**src/rtl/div_seq.sv**
```systemverilog
// Radix-2 restoring sequential divider for the EX stage: produces the HI/LO pair
// {remainder, quotient} for DIV/DIVU and requests a pipeline stall while busy.
module div_seq #(
  parameter int WIDTH = 32
) (
  input  logic               clk,
  input  logic               rst,
  input  logic               start_i,
  input  logic               annul_i,
  input  logic               signed_div_i,
  input  logic [WIDTH-1:0]   opdata1_i,
  input  logic [WIDTH-1:0]   opdata2_i,
  output logic [2*WIDTH-1:0] result_o,
  output logic               ready_o,
  output logic               stallreq_o
);

  localparam int CW = $clog2(WIDTH) + 1;
  localparam logic [CW-1:0]      CNT_ZERO  = CW'(0);
  localparam logic [CW-1:0]      CNT_ONE   = CW'(1);
  localparam logic [CW-1:0]      CNT_LAST  = CW'(WIDTH - 1);
  localparam logic [WIDTH-1:0]   OP_ZERO   = {WIDTH{1'b0}};
  localparam logic [2*WIDTH-1:0] RES_ZERO  = {(2*WIDTH){1'b0}};

  typedef enum logic [1:0] {
    ST_FREE      = 2'b00,
    ST_DIVBYZERO = 2'b01,
    ST_ON        = 2'b10,
    ST_END       = 2'b11
  } state_t;

  function automatic logic [WIDTH-1:0] f_neg(input logic [WIDTH-1:0] v);
    f_neg = (~v) + {{(WIDTH-1){1'b0}}, 1'b1};
  endfunction

  function automatic logic [WIDTH-1:0] f_mag(input logic [WIDTH-1:0] v, input logic is_signed);
    f_mag = (is_signed && v[WIDTH-1]) ? f_neg(v) : v;
  endfunction

  state_t             r_state, w_state_nxt;
  logic [CW-1:0]      r_cnt, w_cnt_nxt;
  logic [WIDTH-1:0]   r_dvd, w_dvd_nxt;
  logic [WIDTH-1:0]   r_dvs, w_dvs_nxt;
  logic [WIDTH-1:0]   r_rem, w_rem_nxt;
  logic [WIDTH-1:0]   r_quot, w_quot_nxt;
  logic               r_signed, w_signed_nxt;
  logic               r_sign1, w_sign1_nxt;
  logic               r_sign2, w_sign2_nxt;
  logic [2*WIDTH-1:0] r_result, w_result_nxt;
  logic               r_ready, w_ready_nxt;

  logic [WIDTH:0]     w_diff;
  logic [WIDTH-1:0]   w_rem_step;
  logic [WIDTH-1:0]   w_quot_step;
  logic [WIDTH-1:0]   w_rem_fix;
  logic [WIDTH-1:0]   w_quot_fix;

  // One extra bit on the trial subtraction: a set top bit means it went negative and we restore.
  assign w_diff      = {1'b0, r_rem[WIDTH-2:0], r_dvd[WIDTH-1]} - {1'b0, r_dvs};
  assign w_rem_step  = w_diff[WIDTH] ? {r_rem[WIDTH-2:0], r_dvd[WIDTH-1]} : w_diff[WIDTH-1:0];
  assign w_quot_step = {r_quot[WIDTH-2:0], ~w_diff[WIDTH]};
  assign w_quot_fix  = (r_signed && (r_sign1 ^ r_sign2)) ? f_neg(w_quot_step) : w_quot_step;
  assign w_rem_fix   = (r_signed && r_sign1) ? f_neg(w_rem_step) : w_rem_step;

  assign result_o   = r_result;
  assign ready_o    = r_ready;
  assign stallreq_o = start_i & ~r_ready;

  always_comb begin
    w_state_nxt  = r_state;
    w_cnt_nxt    = r_cnt;
    w_dvd_nxt    = r_dvd;
    w_dvs_nxt    = r_dvs;
    w_rem_nxt    = r_rem;
    w_quot_nxt   = r_quot;
    w_signed_nxt = r_signed;
    w_sign1_nxt  = r_sign1;
    w_sign2_nxt  = r_sign2;
    w_result_nxt = r_result;
    w_ready_nxt  = r_ready;
    case (r_state)
      ST_FREE: begin
        w_ready_nxt  = 1'b0;
        w_result_nxt = RES_ZERO;
        if (start_i && !annul_i) begin
          w_cnt_nxt    = CNT_ZERO;
          w_rem_nxt    = OP_ZERO;
          w_quot_nxt   = OP_ZERO;
          w_signed_nxt = signed_div_i;
          w_sign1_nxt  = opdata1_i[WIDTH-1];
          w_sign2_nxt  = opdata2_i[WIDTH-1];
          w_dvd_nxt    = f_mag(opdata1_i, signed_div_i);
          w_dvs_nxt    = f_mag(opdata2_i, signed_div_i);
          if (opdata2_i == OP_ZERO) begin
            w_state_nxt = ST_DIVBYZERO;
          end else begin
            w_state_nxt = ST_ON;
          end
        end else begin
          w_state_nxt = ST_FREE;
        end
      end
      ST_DIVBYZERO: begin
        w_state_nxt  = ST_END;
        w_result_nxt = RES_ZERO;
        w_ready_nxt  = 1'b1;
      end
      ST_ON: begin
        if (annul_i) begin
          w_state_nxt  = ST_FREE;
          w_ready_nxt  = 1'b0;
          w_result_nxt = RES_ZERO;
        end else begin
          w_rem_nxt  = w_rem_step;
          w_quot_nxt = w_quot_step;
          w_dvd_nxt  = {r_dvd[WIDTH-2:0], 1'b0};
          w_cnt_nxt  = r_cnt + CNT_ONE;
          if (r_cnt == CNT_LAST) begin
            w_result_nxt = {w_rem_fix, w_quot_fix};
            w_ready_nxt  = 1'b1;
            w_state_nxt  = ST_END;
          end else begin
            w_state_nxt = ST_ON;
          end
        end
      end
      ST_END: begin
        if (annul_i || !start_i) begin
          w_state_nxt  = ST_FREE;
          w_ready_nxt  = 1'b0;
          w_result_nxt = RES_ZERO;
        end else begin
          w_state_nxt = ST_END;
        end
      end
      default: begin
        w_state_nxt  = ST_FREE;
        w_ready_nxt  = 1'b0;
        w_result_nxt = RES_ZERO;
      end
    endcase
  end

  always_ff @(posedge clk) begin
    if (rst) begin
      r_state  <= ST_FREE;
      r_cnt    <= CNT_ZERO;
      r_dvd    <= OP_ZERO;
      r_dvs    <= OP_ZERO;
      r_rem    <= OP_ZERO;
      r_quot   <= OP_ZERO;
      r_signed <= 1'b0;
      r_sign1  <= 1'b0;
      r_sign2  <= 1'b0;
      r_result <= RES_ZERO;
      r_ready  <= 1'b0;
    end else begin
      r_state  <= w_state_nxt;
      r_cnt    <= w_cnt_nxt;
      r_dvd    <= w_dvd_nxt;
      r_dvs    <= w_dvs_nxt;
      r_rem    <= w_rem_nxt;
      r_quot   <= w_quot_nxt;
      r_signed <= w_signed_nxt;
      r_sign1  <= w_sign1_nxt;
      r_sign2  <= w_sign2_nxt;
      r_result <= w_result_nxt;
      r_ready  <= w_ready_nxt;
    end
  end

endmodule

```
**config.mk**
```make
export PLATFORM = sky130hd
export DESIGN_NAME = div_seq
export DESIGN_NICKNAME = d
export VERILOG_FILES = /design/src/rtl/div_seq.sv
export SDC_FILE = /design/constraint.sdc
export NUM_CORES = 1
export LEC_CHECK = 0
export ABC_AREA = 1
export CORE_MARGIN = 1
export CORE_UTILIZATION = 53
export DETAILED_ROUTE_END_ITERATION = 10
export PLACE_DENSITY = 0.9
export SYNTH_ARGS = -nofsm -noshare
export SYNTH_HDL_FRONTEND = slang
export SYNTH_SLANG_ARGS = --single-unit
```
**constraint.sdc**
```tcl
create_clock -name clk -period 3.6 [get_ports clk]
set_input_delay 0.9 -clock clk [delete_from_list [all_inputs] [get_ports clk]]
set_output_delay 0.9 -clock clk [all_outputs]
set_load 0.005 [all_outputs]
```
; Word-level counts from Yosys, hierarchy flattened
; Cells that the tools add are included.
[word_totals]
output_inout_bits = 66
word_cells = 78
reg_bits = 202
[classes]
n_eq_ne = 8
add_sub_neg = 6
n_bitwise = 8
n_mux = 30
reduce_logical = 15
[ops]
columns = op, count
row1 = $mux W32, 7
row2 = $mux W64, 3
row3 = $pmux W64 S3, 1
row4 = $add A32 B1 Y32 const B, 4
row5 = $not A32 Y32, 4
row6 = $pmux W31 S2, 2
row7 = $mux W31, 3
row8 = $pmux W32 S2, 1
row9 = $sub A32 B32 Y33, 1
row10 = $logic_not A32 Y1, 1
row11 = $mux W6, 2
row12 = $pmux W6 S2, 1
row13 = $mux W2, 4
row14 = $pmux W2 S4, 1
row15 = $add A6 B1 Y6 const B, 1
row16 = $eq A6 B5 Y1 const B, 1
row17 = $ne A2 B2 Y1 const B, 3
row18 = $logic_and A1 B1 Y1, 5
row19 = $eq A2 B2 Y1 const B, 2
row20 = $mux W1, 4
row21 = $pmux W1 S4, 1
row22 = $reduce_and A2 Y1, 2
row23 = $ne A3 B3 Y1 const B, 1
row24 = $reduce_and A3 Y1, 1
row25 = 9 further kinds, 11

; Depth between registers and ports, before layout
; Gate-level depths: netlist of run 1.
[depth]
word_depth = 8
mapped_depth = 28

; Worst setup path after synthesis of run 1
; Ideal clock, no wire load.
[synth_timing]
path_kind = register to register
startpoint = register r_dvd[31]
endpoint = register r_result[24] (netlist: result_o[24])
synth_period_minus_slack_ns = 3.391
slack_ns = 0.209
required_ns = 3.468
stages_incl_launch_ff = 28
t_arrival_ns = 3.259
setup_time_ns = 0.132
path_cell_list = dfxtp_1 -> inv_1 -> ha_1 -> fa_1 -> inv_1 -> nand2_1 -> nand2_1 -> nand3_1 -> nand2_2 -> nand2_2 -> nand2_2 -> nand2_4 -> nand2_8 -> inv_2 -> ha_1 -> nand3_1 -> nor3_1 -> nand3_1 -> nor3_2 -> nand4_1 -> nand2_1 -> o21ai_1 -> nor2_1 -> o21ai_1 -> a21oi_1 -> or2_2 -> nand3_1 -> a21oi_1
[synth_via]
elab_chain_cells = 8
[synth_lines]
columns = item, line_no
row1 = start: declaration, 42  ; logic [WIDTH-1:0] r_dvd, w_dvd_nxt;
row2 = start signal: assignment, 160  ; r_dvd <= w_dvd_nxt;
row3 = $sub A32 B32 Y33, 59  ; assign w_diff = {1'b0, r_rem[WIDTH-2:0], r_dvd[WIDTH-1]} - {1'b0, r_dvs};
row4 = $not A1 Y1, 61  ; assign w_quot_step = {r_quot[WIDTH-2:0], ~w_diff[WIDTH]};
row5 = $not A32 Y32, 33  ; f_neg = (~v) + {{(WIDTH-1){1'b0}}, 1'b1};
row6 = $add A32 B1 Y32, 33
row7 = $mux W32, 62  ; assign w_quot_fix = (r_signed && (r_sign1 ^ r_sign2)) ? f_neg(w_quot_step) : w_quot_step;
row8 = $mux W64, 118  ; if (r_cnt == CNT_LAST) begin
row9 = $mux W64, 109  ; if (annul_i) begin
row10 = $pmux W64 S3, 81  ; case (r_state)
row11 = end signal: assignment, 167  ; r_result <= w_result_nxt;
row12 = end: declaration, 49  ; logic [2*WIDTH-1:0] r_result, w_result_nxt;
; No other way between the ends. The select of a mux whose other input is x is not followed.
; A chain may end at the register's enable or synchronous reset.

; Worst setup path in the final report of run 1
[layout_timing]
startpoint = register r_dvd[31]
endpoint = register r_result[54] (netlist: result_o[54])
[layout_via]
elab_chain_cells = 8
[layout_lines]
columns = item, line_no
row1 = $sub A32 B32 Y33, 59
row2 = $mux W32 *, 60  ; assign w_rem_step = w_diff[WIDTH] ? {r_rem[WIDTH-2:0], r_dvd[WIDTH-1]} : w_diff[WIDTH-1:0];
row3 = $not A32 Y32, 33
row4 = $add A32 B1 Y32, 33
row5 = $mux W32 *, 63  ; assign w_rem_fix = (r_signed && r_sign1) ? f_neg(w_rem_step) : w_rem_step;
row6 = $mux W64 *, 118
row7 = $mux W64 *, 109
row8 = $pmux W64 S3 *, 81
; Every way passes the cells marked *; elsewhere a longest branch is shown, timed or not. The select of a mux whose other input is x is not followed.

==> impl_metrics.tcl, run 1 <==
set metrics [dict create \
    clkTransAtPathRegs_ns 0.06 \
    wl_mm 41.60 \
    drv_cap 0 \
    setup_violations 0 \
    synthXorXnorAreaFrac_pct 2.662 \
    coreArea_um2 25040 \
    crit_buf_inv 3 \
    drt-wirelength-per-cell_um 15.56 \
    layout_min_cycle_time_ns 3.429 \
    dr.first_iter.drc_count 1309 \
    synth_top_family_by_area "simple AND/OR/NAND/NOR gates" \
    fmax_mhz 291.6 \
    syn_inst 2180 \
    hpwlAfterDp_mm 30.57 \
    synth_nets 2291 \
    crit_fanout 44 \
    synth-adder-area-share_pct 3.951 \
    ys_warn_count 0 \
    maxSlewViolCount 0 \
    post-route-period-util_pct 95.26 \
    holdWs_ns 0.4533 \
    netlist_area_um2 13490 \
    peakVddDrop_mv 0.3175 \
    ys_ff_latch 202 \
    drc 0 \
    yosysTopAreaCell "dfxtp_1" \
    synth.area.top_cells "dfxtp_1 30%, nand2_1 17%, a21oi_1 9.8%, inv_1 7.5%, nand3_1 6.1%" \
    grt_overflow 0 \
    final_cell_mix "601 x nand2_1, 268 x inv_1, 257 x a21oi_1, 192 x dfxtp_1, 164 x nand3_1" \
    cts_sinks 202 \
    status "completed" \
    grt_pass1_wl_mm 66.90 \
    io_buffers 134 \
    hold_buffers 0 \
    finalPower_mw 6.022 \
    vias 15031 \
    final_nets 2439 \
    yosys.area_share.simple_pct 33.52 \
    final_area_um2 16760 \
    yosysUniqueCellTypes 54 \
    crit_arrival_ns 3.89 \
    hp-class "flip-flop to flip-flop" \
    worst_pin_slew_ns 0.7451 \
    die_width_um 161.5 \
    max_stage_delay_ns 0.34 \
    cts_root_buffer "clkbuf_16" \
    cp-start-kind "flip-flop" \
    fin_skew_ns 0.01505 \
    clockBufferDepth 3 \
    end_kind "flip-flop" \
    final_common_cell "nand2_1" \
    fin_ws_ns 0.1707 \
    ant_nets 0 \
    crit_type "flip-flop to flip-flop" \
    critPathRequiredTime_ns 4.06 \
    start_util_pct 53.88 \
    synth-compound-area-share_pct 19.15 \
    synth_mux_area_share_pct 0 \
    ioPinCount 135 \
    rows 58 \
    finalHoldViolCount 0 \
    tritoncts "yes" \
    syn_avg_cell_area_um2 6.188 \
    synth_top_area_share_pct 29.98 \
    dp.cells 2627 \
    clk_latency_ns 0.54 \
    seq_power_share_pct 39.2 \
    cts_buffers 23 \
    syn_to_final_growth_pct 24.26 \
    firstDrtPassIters 6 \
    ys_seq_area_share_pct 29.98 \
    worstPathCellList "inv_2 -> ha_4 -> fa_2 -> inv_1 -> nand2_1 -> nand2_1 -> nand3_1 -> nand2_2 -> nand2_2 -> nand2_2 -> nand2_4 -> nand2_8 -> buf_12 -> nand2_1 -> nand2_2 -> ha_1 -> nand3_2 -> nor2_4 -> nand3_2 -> nand2_2 -> nand2_1 -> nand2_1 -> nand3_1 -> a21oi_1" \
    antenna_cells 0 \
    ys_async_sr_fraction_pct 0 \
    setup_tns_ns 0 \
    place_area_um2 15490 \
    rsz0062_at_grt "yes" \
    clkPwrFrac_pct 42.0 \
    fin_cells 2674 \
    track_usage_pct 31.12 \
    gp_congestion 0.9910 \
    drive_above_1_share_pct 10.54 \
    synth_edf_count 0 \
    crit_family "simple AND/OR/NAND/NOR gates" \
    viasPerCell 5.621 \
    htreeDepth 1 \
    first_global_vias 14065 \
    antenna_found_initial 0 \
    post-route-util_pct 66.95 \
    p_leak_nw 7.544 \
    synth_flop_cell "dfxtp_1" \
    pre_cts_ws_ns -0.1088 \
    combinationalPowerShare_pct 18.9 \
    grt_max_degree 137 \
    chipHeight_um 161.5 \
    power.density_nw_per_um2 359.3 \
    dieArea_um2 26090 \
    p_int_mw 4.243 \
    max_slew_margin_pct 50.27 \
    cpMaxStageDelayCell "dfxtp_1" \
    p_sw_mw 1.779 \
    switching_share_pct 29.54 \
]
==> synthesized netlist by cell type (3+ instances only) <==
| library cell | count |
|---|---|
| a21o_1 | 3 |
| o31ai_1 | 3 |
| buf_1 | 12 |
| nand3_1 | 165 |
| o221ai_1 | 7 |
| nor4_1 | 11 |
| nand3b_1 | 7 |
| o21ai_1 | 13 |
| o21ai_0 | 97 |
| a211oi_1 | 26 |
| buf_6 | 3 |
| xnor2_1 | 12 |
| nand2_2 | 18 |
| or2_2 | 9 |
| nand2_1 | 612 |
| clkbuf_1 | 67 |
| xor2_1 | 29 |
| nor2_2 | 7 |
| inv_1 | 271 |
| dfxtp_1 | 202 |
| buf_2 | 7 |
| a21oi_1 | 263 |
| or2_1 | 7 |
| o211ai_1 | 36 |
| ha_1 | 41 |
| or2_0 | 4 |
| nor2_1 | 155 |
| inv_2 | 12 |
| nand4_1 | 16 |
| o21bai_1 | 3 |
| nor3_1 | 30 |
| nand3_2 | 4 |
==> flip-flops by register name, indices dropped and copies added, names as in the netlist <==
signal	count
result_o	64
r_dvd	32
r_dvs	32
r_quot	31
r_rem	31
r_cnt	6
r_state	2
r_sign1	1
r_sign2	1
r_signed	1
ready_o	1
==> power by group through the flow <==
stage | clock (mW) | sequential [mW] | combinational [mW]
global placement | 0 | 2.40 | 1.03
finish | 2.53 | 2.36 | 1.14
CTS | 2.55 | 2.35 | 1.07
detailed placement | 0 | 2.40 | 1.06
global route | 2.64 | 2.36 | 1.26
floorplan | 0 | 2.39 | 0.702
==> worst paths after layout <==
check,slack [ns],end,cells past startpoint,startpoint
max,0.17,result_o[54],24,r_dvd[31]
min,0.45,r_cnt[5],1,r_cnt[5]
max reg2reg,0.17,result_o[54],24,r_dvd[31]
min reg2reg,0.45,r_cnt[5],1,r_cnt[5]
==> cells by family after synthesis <==
logic type               count (synthesis)
AO/OA/AOI/OAI                          464
AND/OR/NAND/NOR                       1055
adder cells (fa/ha/maj)                 42
flip-flops                             202
buffers and inverters                  376
XOR/XNOR                                41
==> cell type report <==
| class | instances | area (µm²) |
|---|---|---|
| clock inverter | 13 | 188.9 |
| clock buffer | 28 | 614.3 |
| multi-input combinational | 1602 | 8427 |
| timing repair buffer | 214 | 1989 |
| sequential | 202 | 4056 |
| fill | 2171 | 8275 |
| tap | 330 | 412.9 |
| inverter | 285 | 1072 |
==> timing repair <==
action / CTS / global route
setup buffers: 1 / 5
pin swaps: 1 / 16
resized for setup: 5 / 67
setup endpoints to repair: 15 / 23
==> layer usage <==
layer  track usage [%]  vias to the layer above  routed length (µm)
met4             14.88                        0                1996
met3             4.366                      136                3112
met2             52.80                      640               19150
met5                 0                        -                   0
met1             38.75                     6852               17340
li1                  -                     7403                   -
Note: power is estimated with default switching activity, not from simulation.
==> run 2: changes to the inputs <==
- RECOVER_POWER: unset -> 25
==> impl_metrics.tcl, run 2 (synthesis gave the netlist of run 1 again) <==
set metrics [dict create \
    rsz0062_at_grt "yes" \
    power.density_nw_per_um2 359.3 \
    largest_reg_flops 64 \
    setup_tns_ns 0 \
    drc 0 \
    status "completed" \
    crit_type "flip-flop to flip-flop" \
    antenna_found_initial 0 \
    first_global_vias 14065 \
    hold_buffers 0 \
    drive_above_1_share_pct 10.45 \
    viasPerCell 5.630 \
    r2r-end "result_o[54]" \
    final_nets 2439 \
    tritoncts "yes" \
    rows 58 \
    cts_sinks 202 \
    grt_pass1_wl_mm 66.90 \
    final_common_cell "nand2_1" \
    gp_congestion 0.9910 \
    drt-wirelength-per-cell_um 15.59 \
    finalPower_mw 6.020 \
    final_cell_mix "601 x nand2_1, 268 x inv_1, 257 x a21oi_1, 192 x dfxtp_1, 164 x nand3_1" \
    post-route-period-util_pct 94.83 \
    reg2reg_slack_ns 0.19 \
    cts_buffers 23 \
    clockBufferDepth 3 \
    fmax_mhz 292.9 \
    post-route-util_pct 66.91 \
    ioPinCount 135 \
    track_usage_pct 31.12 \
    antenna_cells 0 \
    peakVddDrop_mv 0.3175 \
    critPathRequiredTime_ns 4.06 \
    wl_mm 41.69 \
    setup_violations 0 \
    io_buffers 134 \
    rr_startpoint "r_dvd[31]" \
    vias 15055 \
    fin_skew_ns 0.01437 \
    hold_path_end "r_cnt[5]" \
    dp.cells 2627 \
    grt_max_degree 137 \
    hp-class "flip-flop to flip-flop" \
    grt_overflow 0 \
    cp-start-kind "flip-flop" \
    drv_cap 0 \
    worst_r2r_path_depth 24 \
    worstHoldStart "r_cnt[5]" \
    holdWs_ns 0.4532 \
    p_leak_nw 7.723 \
    holdPathStages 1 \
    end_kind "flip-flop" \
    start_util_pct 53.88 \
    clk_latency_ns 0.54 \
    finalHoldViolCount 0 \
    worst_pin_slew_ns 1.265 \
    dr.first_iter.drc_count 1299 \
    layout_min_cycle_time_ns 3.414 \
    htreeDepth 1 \
    clkTransAtPathRegs_ns 0.06 \
    die_width_um 161.5 \
    chipHeight_um 161.5 \
    ant_nets 0 \
    fin_cells 2674 \
    crit_fanout 44 \
    max_slew_margin_pct 15.65 \
    dieArea_um2 26090 \
    syn_to_final_growth_pct 24.19 \
    cts_root_buffer "clkbuf_16" \
    coreArea_um2 25040 \
    hpwlAfterDp_mm 30.57 \
    crit_arrival_ns 3.87 \
    firstDrtPassIters 6 \
    maxSlewViolCount 0 \
]
[run 2: metal layers]
layer  global-route usage (%)  up-vias  part of all wire [%]  wire length (µm)
met5                        0        -                     0                 0
met4                    14.88        0                   4.8              1993
met3                    4.366      141                   7.6              3172
met2                    52.80      654                    46             19250
met1                    38.75     6860                    41             17270
li1                         -     7400                     -                 -
[run 2: worst max-delay path by stage]
| stage | startpoint | end | slack [ns] | depth (start not counted) |
|---|---|---|---|---|
| CTS | r_dvs[15] | result_o[28] | 0.02 | 26 |
| global route | r_rem[8] | result_o[24] | -0.09 | 24 |
| global placement | opdata2_i[0] | r_dvs[26] | 0.04 | 15 |
| detailed placement | r_dvd[31] | result_o[54] | -0.11 | 24 |
| floorplan | r_dvd[31] | result_o[24] | 0.21 | 27 |
| finish | r_dvd[31] | result_o[54] | 0.19 | 24 |
[run 2: layout make-up]
| type | count | area [µm²] |
|---|---|---|
| clock buffer | 28 | 614.3 |
| clock inverter | 13 | 188.9 |
| fill | 2175 | 8284 |
| inverter | 285 | 1072 |
| multi-input combinational | 1602 | 8424 |
| sequential | 202 | 4056 |
| tap | 330 | 412.9 |
| timing repair buffer | 214 | 1983 |
[run 2: power by group]
group          internal [mW]  switching, mW
Sequential              2.31         0.0516
Combinational          0.423          0.712
Clock                   1.51           1.01
[run 2: critical path, cell delays in order (launching register included)]
cell	delay (ns)
dfxtp_1	0.34
inv_2	0.05
ha_4	0.16
fa_2	0.34
inv_1	0.08
nand2_1	0.05
nand2_1	0.06
nand3_1	0.08
nand2_2	0.10
nand2_2	0.06
nand2_2	0.11
nand2_4	0.08
nand2_8	0.08
buf_12	0.21
nand2_1	0.12
nand2_2	0.13
ha_1	0.24
nand3_2	0.13
nor2_4	0.21
nand3_2	0.11
nand2_2	0.16
nand2_1	0.08
nand2_1	0.06
nand3_1	0.10
a21oi_1	0.17
[run 2: metrics by stage]
stage | setup WS [ns] | instance area, µm²
after CTS | 0.01544 | 16320
final | 0.1861 | 16750
after global routing | -0.08684 | 16750
after detailed placement | -0.1088 | 15490
after floorplan | 0.2088 | 13490
after global placement | 0.04453 | 15490
[run 2: timing repair]
| action | CTS | global route |
|---|---|---|
| gates resized for setup | 5 | 67 |
| pin swaps | 1 | 16 |
| buffers inserted | 1 | 5 |
| setup endpoints to repair | 15 | 23 |
==> run 3: changes to the inputs <==
--- a/config.mk
+++ b/config.mk
@@ -12,5 +12,7 @@
 export PLACE_DENSITY = 0.9
 export RECOVER_POWER = 25
+export SKIP_CTS_REPAIR_TIMING = 1
 export SYNTH_ARGS = -nofsm -noshare
 export SYNTH_HDL_FRONTEND = slang
 export SYNTH_SLANG_ARGS = --single-unit
+export TNS_END_PERCENT = 5
==> constraint.sdc (replaced) <==
create_clock -name clk -period 3.6 [get_ports clk]
set_input_delay 0.36 -clock clk [delete_from_list [all_inputs] [get_ports clk]]
set_output_delay 0.36 -clock clk [all_outputs]
set_load 0.005 [all_outputs]
==> impl_metrics.tcl, run 3 (synthesis gave the netlist of run 1 again) <==
set metrics [dict create \
    hpwlAfterDp_mm 30.27 \
    pre_cts_ws_ns -0.1862 \
    start_util_pct 53.88 \
    p_leak_nw 7.810 \
    io_buffers 134 \
    clkPwrFrac_pct 42.2 \
    layout_min_cycle_time_ns 3.485 \
    max_stage_delay_ns 0.30 \
    cts_sinks 202 \
    die_width_um 161.5 \
    wl_mm 41.90 \
    switching_share_pct 29.46 \
    drt-wirelength-per-cell_um 15.62 \
    cpMaxStageDelayCell "dfxtp_1" \
    grt_max_degree 167 \
    finalPower_mw 6.060 \
    combinationalPowerShare_pct 18.9 \
    final_cell_mix "597 x nand2_1, 268 x inv_1, 257 x a21oi_1, 185 x dfxtp_1, 161 x nand3_1" \
    maxSlewViolCount 48 \
    fin_skew_ns 0.01619 \
    drv_cap 1 \
    crit_buf_inv 4 \
    cp-start-kind "flip-flop" \
    max_slew_margin_pct -35.21 \
    clk_latency_ns 0.54 \
    final_area_um2 16880 \
    clkTransAtPathRegs_ns 0.06 \
    final_common_cell "nand2_1" \
    crit_arrival_ns 3.95 \
    syn_to_final_growth_pct 25.16 \
    coreArea_um2 25040 \
    setup_tns_ns 0 \
    fin_ws_ns 0.1151 \
    holdWs_ns 0.07078 \
    crit_family "simple AND/OR/NAND/NOR gates" \
    track_usage_pct 31.35 \
    ioPinCount 135 \
    antenna_found_initial 1 \
    chipHeight_um 161.5 \
    viasPerCell 5.648 \
    ant_nets 0 \
    crit_type "flip-flop to flip-flop" \
    dr.first_iter.drc_count 1243 \
    largest_reg_flops 64 \
    place_area_um2 15520 \
    post-route-util_pct 67.44 \
    setup_violations 0 \
    fill_cells 2105 \
    drc 0 \
    grt_pass1_wl_mm 67.48 \
    worst_pin_slew_ns 2.028 \
    final_nets 2445 \
    violations "max-capacitance violations, max-slew violations" \
    first_global_vias 14131 \
    drive_above_1_share_pct 11.31 \
    clockBufferDepth 3 \
    post-route-period-util_pct 96.80 \
    firstDrtPassIters 7 \
    seq_power_share_pct 38.9 \
    peakVddDrop_mv 0.3660 \
    gp_congestion 0.9690 \
    p_int_mw 4.275 \
    hp-class "primary input to flip-flop" \
    status "complete, but fails checks" \
    critPathRequiredTime_ns 4.06 \
    finalHoldViolCount 0 \
    fin_cells 2682 \
    power.density_nw_per_um2 358.9 \
    p_sw_mw 1.785 \
    dieArea_um2 26090 \
    cts_buffers 23 \
    crit_fanout 6 \
    htreeDepth 1 \
    fmax_mhz 287.0 \
    rows 58 \
    grt_overflow 0 \
    cts_root_buffer "clkbuf_16" \
    dp.cells 2633 \
    tritoncts "yes" \
    vias 15148 \
    end_kind "flip-flop" \
]
[run 3: cell count changes in the layout (fill, tap and decap cells not counted), moves of 3 or more]
| cell | change |
|---|---|
| dfxtp_2 | +7 |
| dlygate4sd3_1 | +8 |
| clkbuf_8 | +5 |
| nand2_2 | +3 |
| dfxtp_1 | -7 |
| nand3_1 | -3 |
| clkdlybuf4s50_1 | -8 |
| nand2_1 | -4 |
| buf_4 | +7 |
[run 3: power groups by stage]
stage               Combinational (mW)  Clock [mW]  Sequential, mW
global placement                  1.03           0            2.40
floorplan                        0.702           0            2.39
CTS                               1.07        2.57            2.35
finish                            1.14        2.56            2.36
detailed placement                1.05           0            2.40
global route                      1.27        2.66            2.37
[run 3: worst paths after layout]
check | from | to | slack [ns] | cells past startpoint
max | r_dvs[18] | result_o[22] | 0.12 | 25
min | rst | r_dvd[29] | 0.07 | 2
max reg2reg | r_dvs[18] | result_o[22] | 0.12 | 25
min reg2reg | r_cnt[5] | r_cnt[5] | 0.46 | 1
[run 3: layout make-up]
class                   count  area [µm²]  area share, %
diodes                      1       2.502        0.01482
clock buffers              32       679.4          4.024
clock inverters            10       145.1         0.8596
inverters                 285        1077          6.381
multi-input cells        1602        8487          50.27
flip-flops and latches    202        4065          24.08
well taps                 330       412.9          2.446
repair buffers            220        2014          11.93
[run 3: per-layer routing]
metal	wire (µm)	up-vias	GRT usage, %
met5	0	-	0
met4	1816	0	14.62
met3	3260	119	4.931
met2	19580	665	52.31
met1	17240	6943	39.57
li1	-	7421	-
